$ cat config.mk
export PLATFORM = sky130hd
export DESIGN_NAME = wb_stage
export DESIGN_NICKNAME = d
export VERILOG_FILES = /design/src/rtl/core_pkg.sv /design/src/rtl/wb_stage_load_align.sv /design/src/rtl/wb_stage.sv
export SDC_FILE = /design/constraint.sdc
export NUM_CORES = 1
export LEC_CHECK = 0
export CORE_ASPECT_RATIO = 1.2
export CORE_MARGIN = 2
export CORE_UTILIZATION = 39
export DETAILED_ROUTE_END_ITERATION = 6
export HOLD_SLACK_MARGIN = 0.02
export PLACE_DENSITY = 0.75
export SLEW_MARGIN = 20
export SYNTH_ARGS = -nofsm -noshare
export SYNTH_HDL_FRONTEND = slang
export SYNTH_SLANG_ARGS = --single-unit
$ cat constraint.sdc
create_clock -name clock -period 2.4 [get_ports clock]
set_input_delay 0.24 -clock clock [delete_from_list [all_inputs] [get_ports clock]]
set_output_delay 0.24 -clock clock [all_outputs]
set_load 0.01 [all_outputs]
$ cat src/rtl/core_pkg.sv
// Shared types for the core pipeline: write-back source select, load/store
// function codes and the write-back stage FSM states.
package core_pkg;

  typedef enum logic [1:0] {
    WB_ALU  = 2'd0,
    WB_LSU  = 2'd1,
    WB_PC4  = 2'd2,
    WB_UIMM = 2'd3
  } write_back_mux_selector;

  // Encoding follows the RISC-V funct3 for loads; stores sit above bit 3.
  typedef enum logic [3:0] {
    LSU_LB   = 4'h0,
    LSU_LH   = 4'h1,
    LSU_LW   = 4'h2,
    LSU_LBU  = 4'h4,
    LSU_LHU  = 4'h5,
    LSU_SB   = 4'h8,
    LSU_SH   = 4'h9,
    LSU_SW   = 4'hA,
    LSU_NONE = 4'hF
  } load_store_func_code;

  typedef enum logic {
    IDLE      = 1'b0,
    WAIT_LOAD = 1'b1
  } wb_state_t;

endpackage

$ cat src/rtl/wb_stage_load_align.sv
// Combinational load aligner: picks the addressed byte/half from a raw word,
// extends it, and flags accesses that are not naturally aligned.
module load_align
  import core_pkg::*;
(
  input  load_store_func_code op_i,
  input  logic [1:0]          offset_i,
  input  logic [31:0]         raw_i,
  output logic [31:0]         data_o,
  output logic                misaligned_o
);

  logic [31:0] shifted;
  logic [7:0]  byte_sel;
  logic [15:0] half_sel;

  assign shifted  = raw_i >> {offset_i, 3'b000};
  assign byte_sel = shifted[7:0];
  assign half_sel = offset_i[1] ? raw_i[31:16] : raw_i[15:0];

  always_comb begin
    data_o       = raw_i;
    misaligned_o = 1'b0;
    case (op_i)
      LSU_LB:  data_o = {{24{byte_sel[7]}}, byte_sel};
      LSU_LBU: data_o = {24'h0, byte_sel};
      LSU_LH: begin
        data_o       = {{16{half_sel[15]}}, half_sel};
        misaligned_o = offset_i[0];
      end
      LSU_LHU: begin
        data_o       = {16'h0, half_sel};
        misaligned_o = offset_i[0];
      end
      LSU_LW: begin
        data_o       = raw_i;
        misaligned_o = (offset_i != 2'b00);
      end
      // Non-load codes pass the raw word through untouched.
      default: begin
        data_o       = raw_i;
        misaligned_o = 1'b0;
      end
    endcase
  end

endmodule

$ cat src/rtl/wb_stage.sv
// Write-back stage: selects the result source, aligns load data, drives the
// registered register-file write port and its bypass copy, and counts retires.
module wb_stage
  import core_pkg::*;
#(
  parameter int LOAD_TIMEOUT = 16,
  parameter int RETIRE_W     = 32
) (
  input  logic                   clock,
  input  logic                   reset,
  input  logic                   wb_valid_ip,
  input  write_back_mux_selector wb_mux_ip,
  input  logic [31:0]            wb_alu_result_ip,
  input  logic [4:0]             write_reg_addr_ip,
  input  logic [31:0]            pc_addr_ip,
  input  logic [31:0]            uimmd_ip,
  input  load_store_func_code    lsu_operator_ip,
  input  logic [1:0]             mem_addr_lo_ip,
  input  logic [31:0]            load_data_ip,
  input  logic                   load_data_valid_ip,
  output logic                   regfile_we_op,
  output logic [4:0]             regfile_waddr_op,
  output logic [31:0]            regfile_wdata_op,
  output logic                   fwd_valid_op,
  output logic [4:0]             fwd_addr_op,
  output logic [31:0]            fwd_data_op,
  output logic                   stall_op,
  output logic                   misalign_op,
  output logic                   load_timeout_op,
  output logic [RETIRE_W-1:0]    retired_count_op
);

  localparam int CNT_W = (LOAD_TIMEOUT > 1) ? $clog2(LOAD_TIMEOUT) : 1;
  localparam logic [CNT_W-1:0] CNT_LAST = CNT_W'(LOAD_TIMEOUT - 1);

  wb_state_t           state_q, state_d;
  logic [CNT_W-1:0]    cnt_q, cnt_d;
  logic [4:0]          ld_rd_q, ld_rd_d;
  load_store_func_code ld_op_q, ld_op_d;
  logic [1:0]          ld_off_q, ld_off_d;
  logic                we_q, we_d;
  logic [4:0]          waddr_q, waddr_d;
  logic [31:0]         wdata_q, wdata_d;
  logic                misalign_q, misalign_d;
  logic                timeout_q, timeout_d;
  logic [RETIRE_W-1:0] retired_q, retired_d;

  load_store_func_code al_op;
  logic [1:0]          al_off;
  logic [31:0]         al_data;
  logic                al_mis;

  logic                complete;
  logic                src_lsu;
  logic                misaligned;
  logic                do_write;
  logic [4:0]          rd_sel;
  logic [31:0]         result;

  // While waiting, the aligner must see the operator captured at issue time.
  assign al_op  = (state_q == WAIT_LOAD) ? ld_op_q  : lsu_operator_ip;
  assign al_off = (state_q == WAIT_LOAD) ? ld_off_q : mem_addr_lo_ip;

  load_align u_load_align (
    .op_i         (al_op),
    .offset_i     (al_off),
    .raw_i        (load_data_ip),
    .data_o       (al_data),
    .misaligned_o (al_mis)
  );

  always_comb begin
    state_d   = state_q;
    cnt_d     = cnt_q;
    ld_rd_d   = ld_rd_q;
    ld_op_d   = ld_op_q;
    ld_off_d  = ld_off_q;
    timeout_d = timeout_q;
    complete  = 1'b0;
    src_lsu   = 1'b0;
    rd_sel    = write_reg_addr_ip;

    case (state_q)
      IDLE: begin
        if (wb_valid_ip) begin
          if (wb_mux_ip != WB_LSU) begin
            complete = 1'b1;
          end else if (load_data_valid_ip) begin
            complete = 1'b1;
            src_lsu  = 1'b1;
          end else begin
            state_d  = WAIT_LOAD;
            cnt_d    = '0;
            ld_rd_d  = write_reg_addr_ip;
            ld_op_d  = lsu_operator_ip;
            ld_off_d = mem_addr_lo_ip;
          end
        end
      end
      WAIT_LOAD: begin
        rd_sel  = ld_rd_q;
        src_lsu = 1'b1;
        if (load_data_valid_ip) begin
          complete = 1'b1;
          state_d  = IDLE;
          cnt_d    = '0;
        end else if (cnt_q == CNT_LAST) begin
          // Load abandoned: flag it, no write and no retire.
          timeout_d = 1'b1;
          state_d   = IDLE;
          cnt_d     = '0;
        end else begin
          cnt_d = cnt_q + CNT_W'(1);
        end
      end
      default: state_d = IDLE;
    endcase

    if (src_lsu) begin
      result = al_data;
    end else begin
      case (wb_mux_ip)
        WB_PC4:  result = pc_addr_ip + 32'd4;
        WB_UIMM: result = uimmd_ip;
        default: result = wb_alu_result_ip;
      endcase
    end

    misaligned = src_lsu & al_mis;
    do_write   = complete & ~misaligned & (rd_sel != 5'd0);
    we_d       = do_write;
    waddr_d    = do_write ? rd_sel : waddr_q;
    wdata_d    = do_write ? result : wdata_q;
    misalign_d = complete & misaligned;
    retired_d  = retired_q + {{(RETIRE_W-1){1'b0}}, complete};
  end

  always_ff @(posedge clock or negedge reset) begin
    if (!reset) begin
      state_q    <= IDLE;
      cnt_q      <= '0;
      ld_rd_q    <= 5'd0;
      ld_op_q    <= LSU_NONE;
      ld_off_q   <= 2'b00;
      we_q       <= 1'b0;
      waddr_q    <= 5'd0;
      wdata_q    <= 32'd0;
      misalign_q <= 1'b0;
      timeout_q  <= 1'b0;
      retired_q  <= '0;
    end else begin
      state_q    <= state_d;
      cnt_q      <= cnt_d;
      ld_rd_q    <= ld_rd_d;
      ld_op_q    <= ld_op_d;
      ld_off_q   <= ld_off_d;
      we_q       <= we_d;
      waddr_q    <= waddr_d;
      wdata_q    <= wdata_d;
      misalign_q <= misalign_d;
      timeout_q  <= timeout_d;
      retired_q  <= retired_d;
    end
  end

  assign regfile_we_op    = we_q;
  assign regfile_waddr_op = waddr_q;
  assign regfile_wdata_op = wdata_q;
  assign fwd_valid_op     = we_q;
  assign fwd_addr_op      = waddr_q;
  assign fwd_data_op      = wdata_q;
  assign stall_op         = (state_q == WAIT_LOAD);
  assign misalign_op      = misalign_q;
  assign load_timeout_op  = timeout_q;
  assign retired_count_op = retired_q;

endmodule

Yosys cells after proc, flatten, opt, wreduce, memory -nomap -nowiden
Cells that the tools add are included.

word-level totals
  register bits = 88
  input bits = 145
  output and inout port bits = 111
  word-level logic and storage cells = 68

cells by class
  add/sub/neg operators = 3
  equality and inequality tests = 11
  shift-type cells = 1
  mux-type cells = 27
  bitwise logic cells = 8
  reduce and logical (&&, ||, !) cells = 7

operators by type and width
  kind                     count
  $pmux W32 S4             1
  $pmux W32 S2             1
  $add A32 B1 Y32          1
  $add A32 B3 Y32 const B  1
  $mux W32                 1
  $shr A32 B5 Y8           1
  $mux W4                  6
  $mux W16                 1
  $mux W1                  10
  $eq A4 B3 Y1 const B     2
  $pmux W1 S2              4
  $pmux W4 S2              1
  $ne A2 B2 Y1 const B     3
  $reduce_and A3 Y1        2
  $mux W5                  1
  $reduce_bool A5 Y1       1
  $add A4 B1 Y4 const B    1
  $and A1 B1 Y1            4
  $eq A2 B2 Y1 const B     2
  $eq A4 B1 Y1 const B     1
  $eq A4 B2 Y1 const B     1
  $eq A4 B4 Y1 const B     1
  $logic_not A4 Y1         1
  $not A1 Y1               4
  5 further kinds          5

Logic depth before layout (Yosys ltp)
  depth after elaboration = 8
  gate-level depth with buffers = 12
  mapped depth without buffers = 9

Cells and area by module
Synthesis repeated with hierarchy kept, for this count alone.

second synthesis, totals
  cell total of the unflattened synthesis = 745
  area total of the unflattened synthesis = 6,211.0 sq um

by module, submodules not included
  module      times used  cells an instance  area an instance (sq um)  seq. area each (sq um)
  wb_stage    1           612                5,500.3                   2,207.1
  load_align  1           133                710.7                     0.0

Worst setup path after synthesis
No wires, ideal clock.

  kind = reg2reg
  start = register state_q (netlist: stall_op)
  end = register retired_q[24] (netlist: retired_count_op[24])
  setup time = 79 ps
  data arrival time = 2,315 ps
  required time = 2,321 ps
  path slack = 5 ps
  stages on the path, launching flop included = 13
  path buffers = 4
  clock period less this slack = 2,395 ps
  cell sequence = dfrtp_1 buf_6 buf_2 buf_2 a21oi_1 o22a_1 ha_1 ha_1 nand3_1 or2_2 clkbuf_1 nor2_1 xor2_1

on the way
  cells in the longest elaborated chain, start to end = 3

ends and longest elaborated chain
  element                      line             source
  start: declaration           wb_stage.sv:36   wb_state_t state_q, state_d;
  start signal: assignment     wb_stage.sv:152  state_q <= state_d;
  $not A1 Y1 (no source line)  -
  $pmux W1 S2 (*)              wb_stage.sv:83   case (state_q)
  $add A32 B1 Y32 (*)          wb_stage.sv:135  retired_d = retired_q + {{(RETIRE_W-1){1'b0}}, complete};
  net retired_d[24]            wb_stage.sv:46   logic [RETIRE_W-1:0] retired_q, retired_d;
  end signal: assignment       wb_stage.sv:162  retired_q <= retired_d;
  end: declaration             wb_stage.sv:46

The timed path passes the listed nets; every way through them passes the cells marked *.
A chain may end at the register's enable or synchronous reset.

Worst setup path after layout
  start = register state_q (netlist: stall_op)
  end = register wdata_q[18] (netlist: fwd_data_op[18])

on the way
  cells in the longest elaborated chain, start to end = 8
  elaborated cells on any way between the ends = 23
  classes of those cells = eq/ne: 4; shift: 1; mux: 9; bitwise: 5; reduce/logical: 4

ends and longest elaborated chain
  element                                       line                       source
  $mux W4                                       wb_stage.sv:61             assign al_op = (state_q == WAIT_LOAD) ? ld_op_q : lsu_operator_ip;
  $eq A4 B1 Y1 or $eq A4 B3 Y1 (tied branches)  wb_stage_load_align.sv:24  case (op_i)
  $reduce_or A2 Y1 (no source line)             -
  $pmux W1 S2                                   wb_stage_load_align.sv:24
  $and A1 B1 Y1                                 wb_stage.sv:129            misaligned = src_lsu & al_mis;
  $not A1 Y1                                    wb_stage.sv:130            do_write = complete & ~misaligned & (rd_sel != 5'd0);
  $and A1 B1 Y1 (2 in a row)                    wb_stage.sv:130
  end signal: assignment                        wb_stage.sv:159            wdata_q <= wdata_d;
  end: declaration                              wb_stage.sv:43             logic [31:0] wdata_q, wdata_d;

Parallel ways exist; a longest one is shown, timed or not.

==> results by group <==
Status
  • Status: completed

Floorplan
  • Die area: 16100 sq um
  • Number of core rows: 49
  • I/O pins: 256
  • Starting density of the core: 39.6%
  • Die W: 116 um
  • Core ar.: 14800 sq um
  • Die height: 138 um

Setup path
  • Critical path type: reg2reg
  • Setup crit start: stall_op$_DFF_PN0_
  • FF-to-FF End: fwd_data_op[18]$_DFFE_PN0P_
  • Reg-to-reg setup timing slack: 0.17 ns
  • CP max FO: 16
  • Critical path startpoint category: register
  • R2R cell count: 7
  • Critical path endpoint category: register
  • FF-to-FF Start: stall_op$_DFF_PN0_
  • Critical Path RT: 2.64 ns
  • Worst Path Arrival: 2.47 ns

Yosys
  • YS warnings: 0
  • #FFs+latches synth: 88
  • Distinct cell type count after synthesis: 64
  • Post-Syn Nets: 799
  • Ys async rst share: 100%
  • EDFF count, synth: 0
  • Avg Inst Size Synth: 9.03 sq um
  • Register area share after synthesis: 37.6%
  • Commonest register cell after synthesis: dfrtp_1
  • Post-Syn Area: 5870 sq um
  • Gate Count Post-Synth: 650

Global routing
  • Largest net degree at the start of global routing: 48
  • Met2 Use GR: 45.1%
  • GR Util All Layers: 26.1%
  • Met1 usage: 32.1%
  • GRT met3 Usage: 4.34%
  • Initial antenna violation count: 1
  • First-pass GRT wire length: 32.2 mm
  • Vias in the first global route: 5960
  • Overflow after GRT: 0
  • Gr busiest metal: met2

Worst hold path
  • Hold WC Path Type: in2async

Flow run
  • Max-cap violations: 0

Timing
  • Rel. slew slack: 63.7%
  • Worst clock skew: 0.00916 ns
  • Post-route setup slack: 0.167 ns
  • Hold Vio Cnt, Final: 0
  • Min Tclk post-route: 2.23 ns
  • Final setup viols: 0
  • WHS: 0.418 ns
  • Fin. max-slew vios: 0
  • Fmax: 0.448 GHz
  • Part of the cycle the worst path needs: 93.1%
  • Slew @ Worst Pin: 0.544 ns
  • RSZ-0062 raised after global routing: no

Finish
  • Synthesis-to-finish area growth: 55.5%
  • Non-Filler Instances: 1119
  • Post-route cell area: 9130 sq um
  • Share of cells above drive strength 1: 12.1%
  • Ant. Diodes: 0
  • Net count, final: 1059
  • Commonest non-fill, non-tap cell in the layout: clkdlybuf4s50_1
  • Commonest non-fill, non-tap cells in the layout: clkdlybuf4s50_1, dfrtp_1, nand2_1, buf_4, a21oi_1

Power and ir drop
  • Total power draw: 5560 uW
  • Max VDD drop: 0.332 mV
  • PD cells: 609 nW/um^2
  • Static Leak: 0.00373 uW

Routing
  • Initial DRC count: 542
  • Final ANT Viol Nets: 0
  • 1st-pass router iterations: 6
  • Post-Route WL: 21.1 mm
  • Via-to-Cell Ratio: 5.51
  • Drt wl/cell: 18.8 um
  • Via count: 6167
  • Drt drc: 0

Clock network
  • H-tree levels: 3
  • Root buf cell: clkbuf_16
  • Clock-pin slew on the worst setup and hold paths: 0.07 ns
  • Clk_lat worst skew: 0.35 ns
  • CTS Buf Count: 9
  • Post CTS Setup Buffer Count: 0
  • CTS Sinks: 88
  • Max Root-Sink Buffers: 2
  • CTS tree: done

Place
  • Routability congestion estimate: 0.961
  • Post-DP Area: 8800 sq um
  • Port Buffers: 255
  • DPL Wire Length: 17.2 mm
  • Place WS: -0.0511 ns
  • Placed Instances: 1102
[cell families after synthesis]
family / share of synthesized area [%]
xor gates and xnor gates: 8.06
DFF: 37.6
and+or+nand+nor: 18.8
AOI/OAI and AO/OA: 20.1
muxes: 6.69
buffers and inverters: 7.89
adders and majority gates: 0.853
[worst max path at each step]
stage	endpoint	slack, ns	cells after the start
after global placement	fwd_data_op[18]$_DFFE_PN0P_	-0.03	8
final	fwd_data_op[18]$_DFFE_PN0P_	0.17	7
after detailed placement	fwd_data_op[18]$_DFFE_PN0P_	-0.05	8
after CTS	fwd_data_op[18]$_DFFE_PN0P_	0.11	7
after floorplan	retired_count_op[24]$_DFF_PN0_	0.005	12
after global routing	retired_count_op[24]$_DFF_PN0_	0.03	9
[final cells by class]
type / count / area (sq um)
Clock buffer: 9 / 225
Clock inverter: 7 / 78.8
Fill cell: 1324 / 5710
Inverter: 7 / 26.3
Multi-Input combinational cell: 483 / 3210
Sequential cell: 88 / 2210
Tap cell: 204 / 255
Timing Repair Buffer: 321 / 3120
[through the flow]
step | utilization [%] | TNS (ns)
after floorplan | - | 0
after global placement | 59.3 | -0.119
after detailed placement | 59.3 | -0.513
after CTS | 61.5 | 0
after global routing | 61.5 | 0
final | 61.5 | 0
[repair_timing]
action	in CTS	in global routing
hold endpoints to repair	41	0
hold buffers	1	0
endpoints found under the setup margin	0	10
resized for setup	0	2
[Yosys cell counts (all sizes together) (4+ instances only)]
cell type	number	area, sq um
a21boi	6	45.1
nor2	33	124
mux2	11	128
o21ai	28	140
dfstp	4	105
inv	7	26.3
a2bb2oi	4	35.0
or2	4	25.0
nand2b	5	31.3
and3	10	67.6
xnor2	32	280
o221ai	6	52.6
nand2	79	297
a21oi	49	245
and4	5	43.8
nand3	29	145
o31ai	13	97.6
nand4	18	113
buf	51	358
a221oi	14	123
nor2b	8	50.1
nor3	7	35.0
a221o	11	110
mux2i	22	220
clkbuf	21	78.8
dfrtp	84	2100
nor4	6	50.0
ha	4	50.1
a22o	12	105
xor2	22	193
[report_power, final]
group	total [uW]	internal [uW]	switching [uW]
clock	1440	817	625
sequential	2030	1750	281
combinational	2080	1220	868
total	5560	3790	1770
[critical path: stages (launching register included)]
cell      delay (ns)
dfrtp_2         0.46
mux2_4          0.33
mux4_2          0.41
and3_4          0.21
a211oi_4        0.24
buf_12          0.18
a21boi_0        0.19
o31ai_1         0.09
[registers in the layout, summed over array words and instances (netlist names)]
register and count:
retired_count_op 32, fwd_addr_op 5, fwd_data_op 32, cnt_q 4, fwd_valid_op 1, misalign_op 1, ld_op_q 4, stall_op 1
ld_rd_q 5, load_timeout_op 1, ld_off_q 2
[routing by layer]
metal / wire length (um) / part of all wire (%)
met5: 13 / 0.062
met4: 715 / 3.4
met3: 1660 / 7.9
met2: 10500 / 50
met1: 8180 / 39
(Power assumes the default switching activity.)
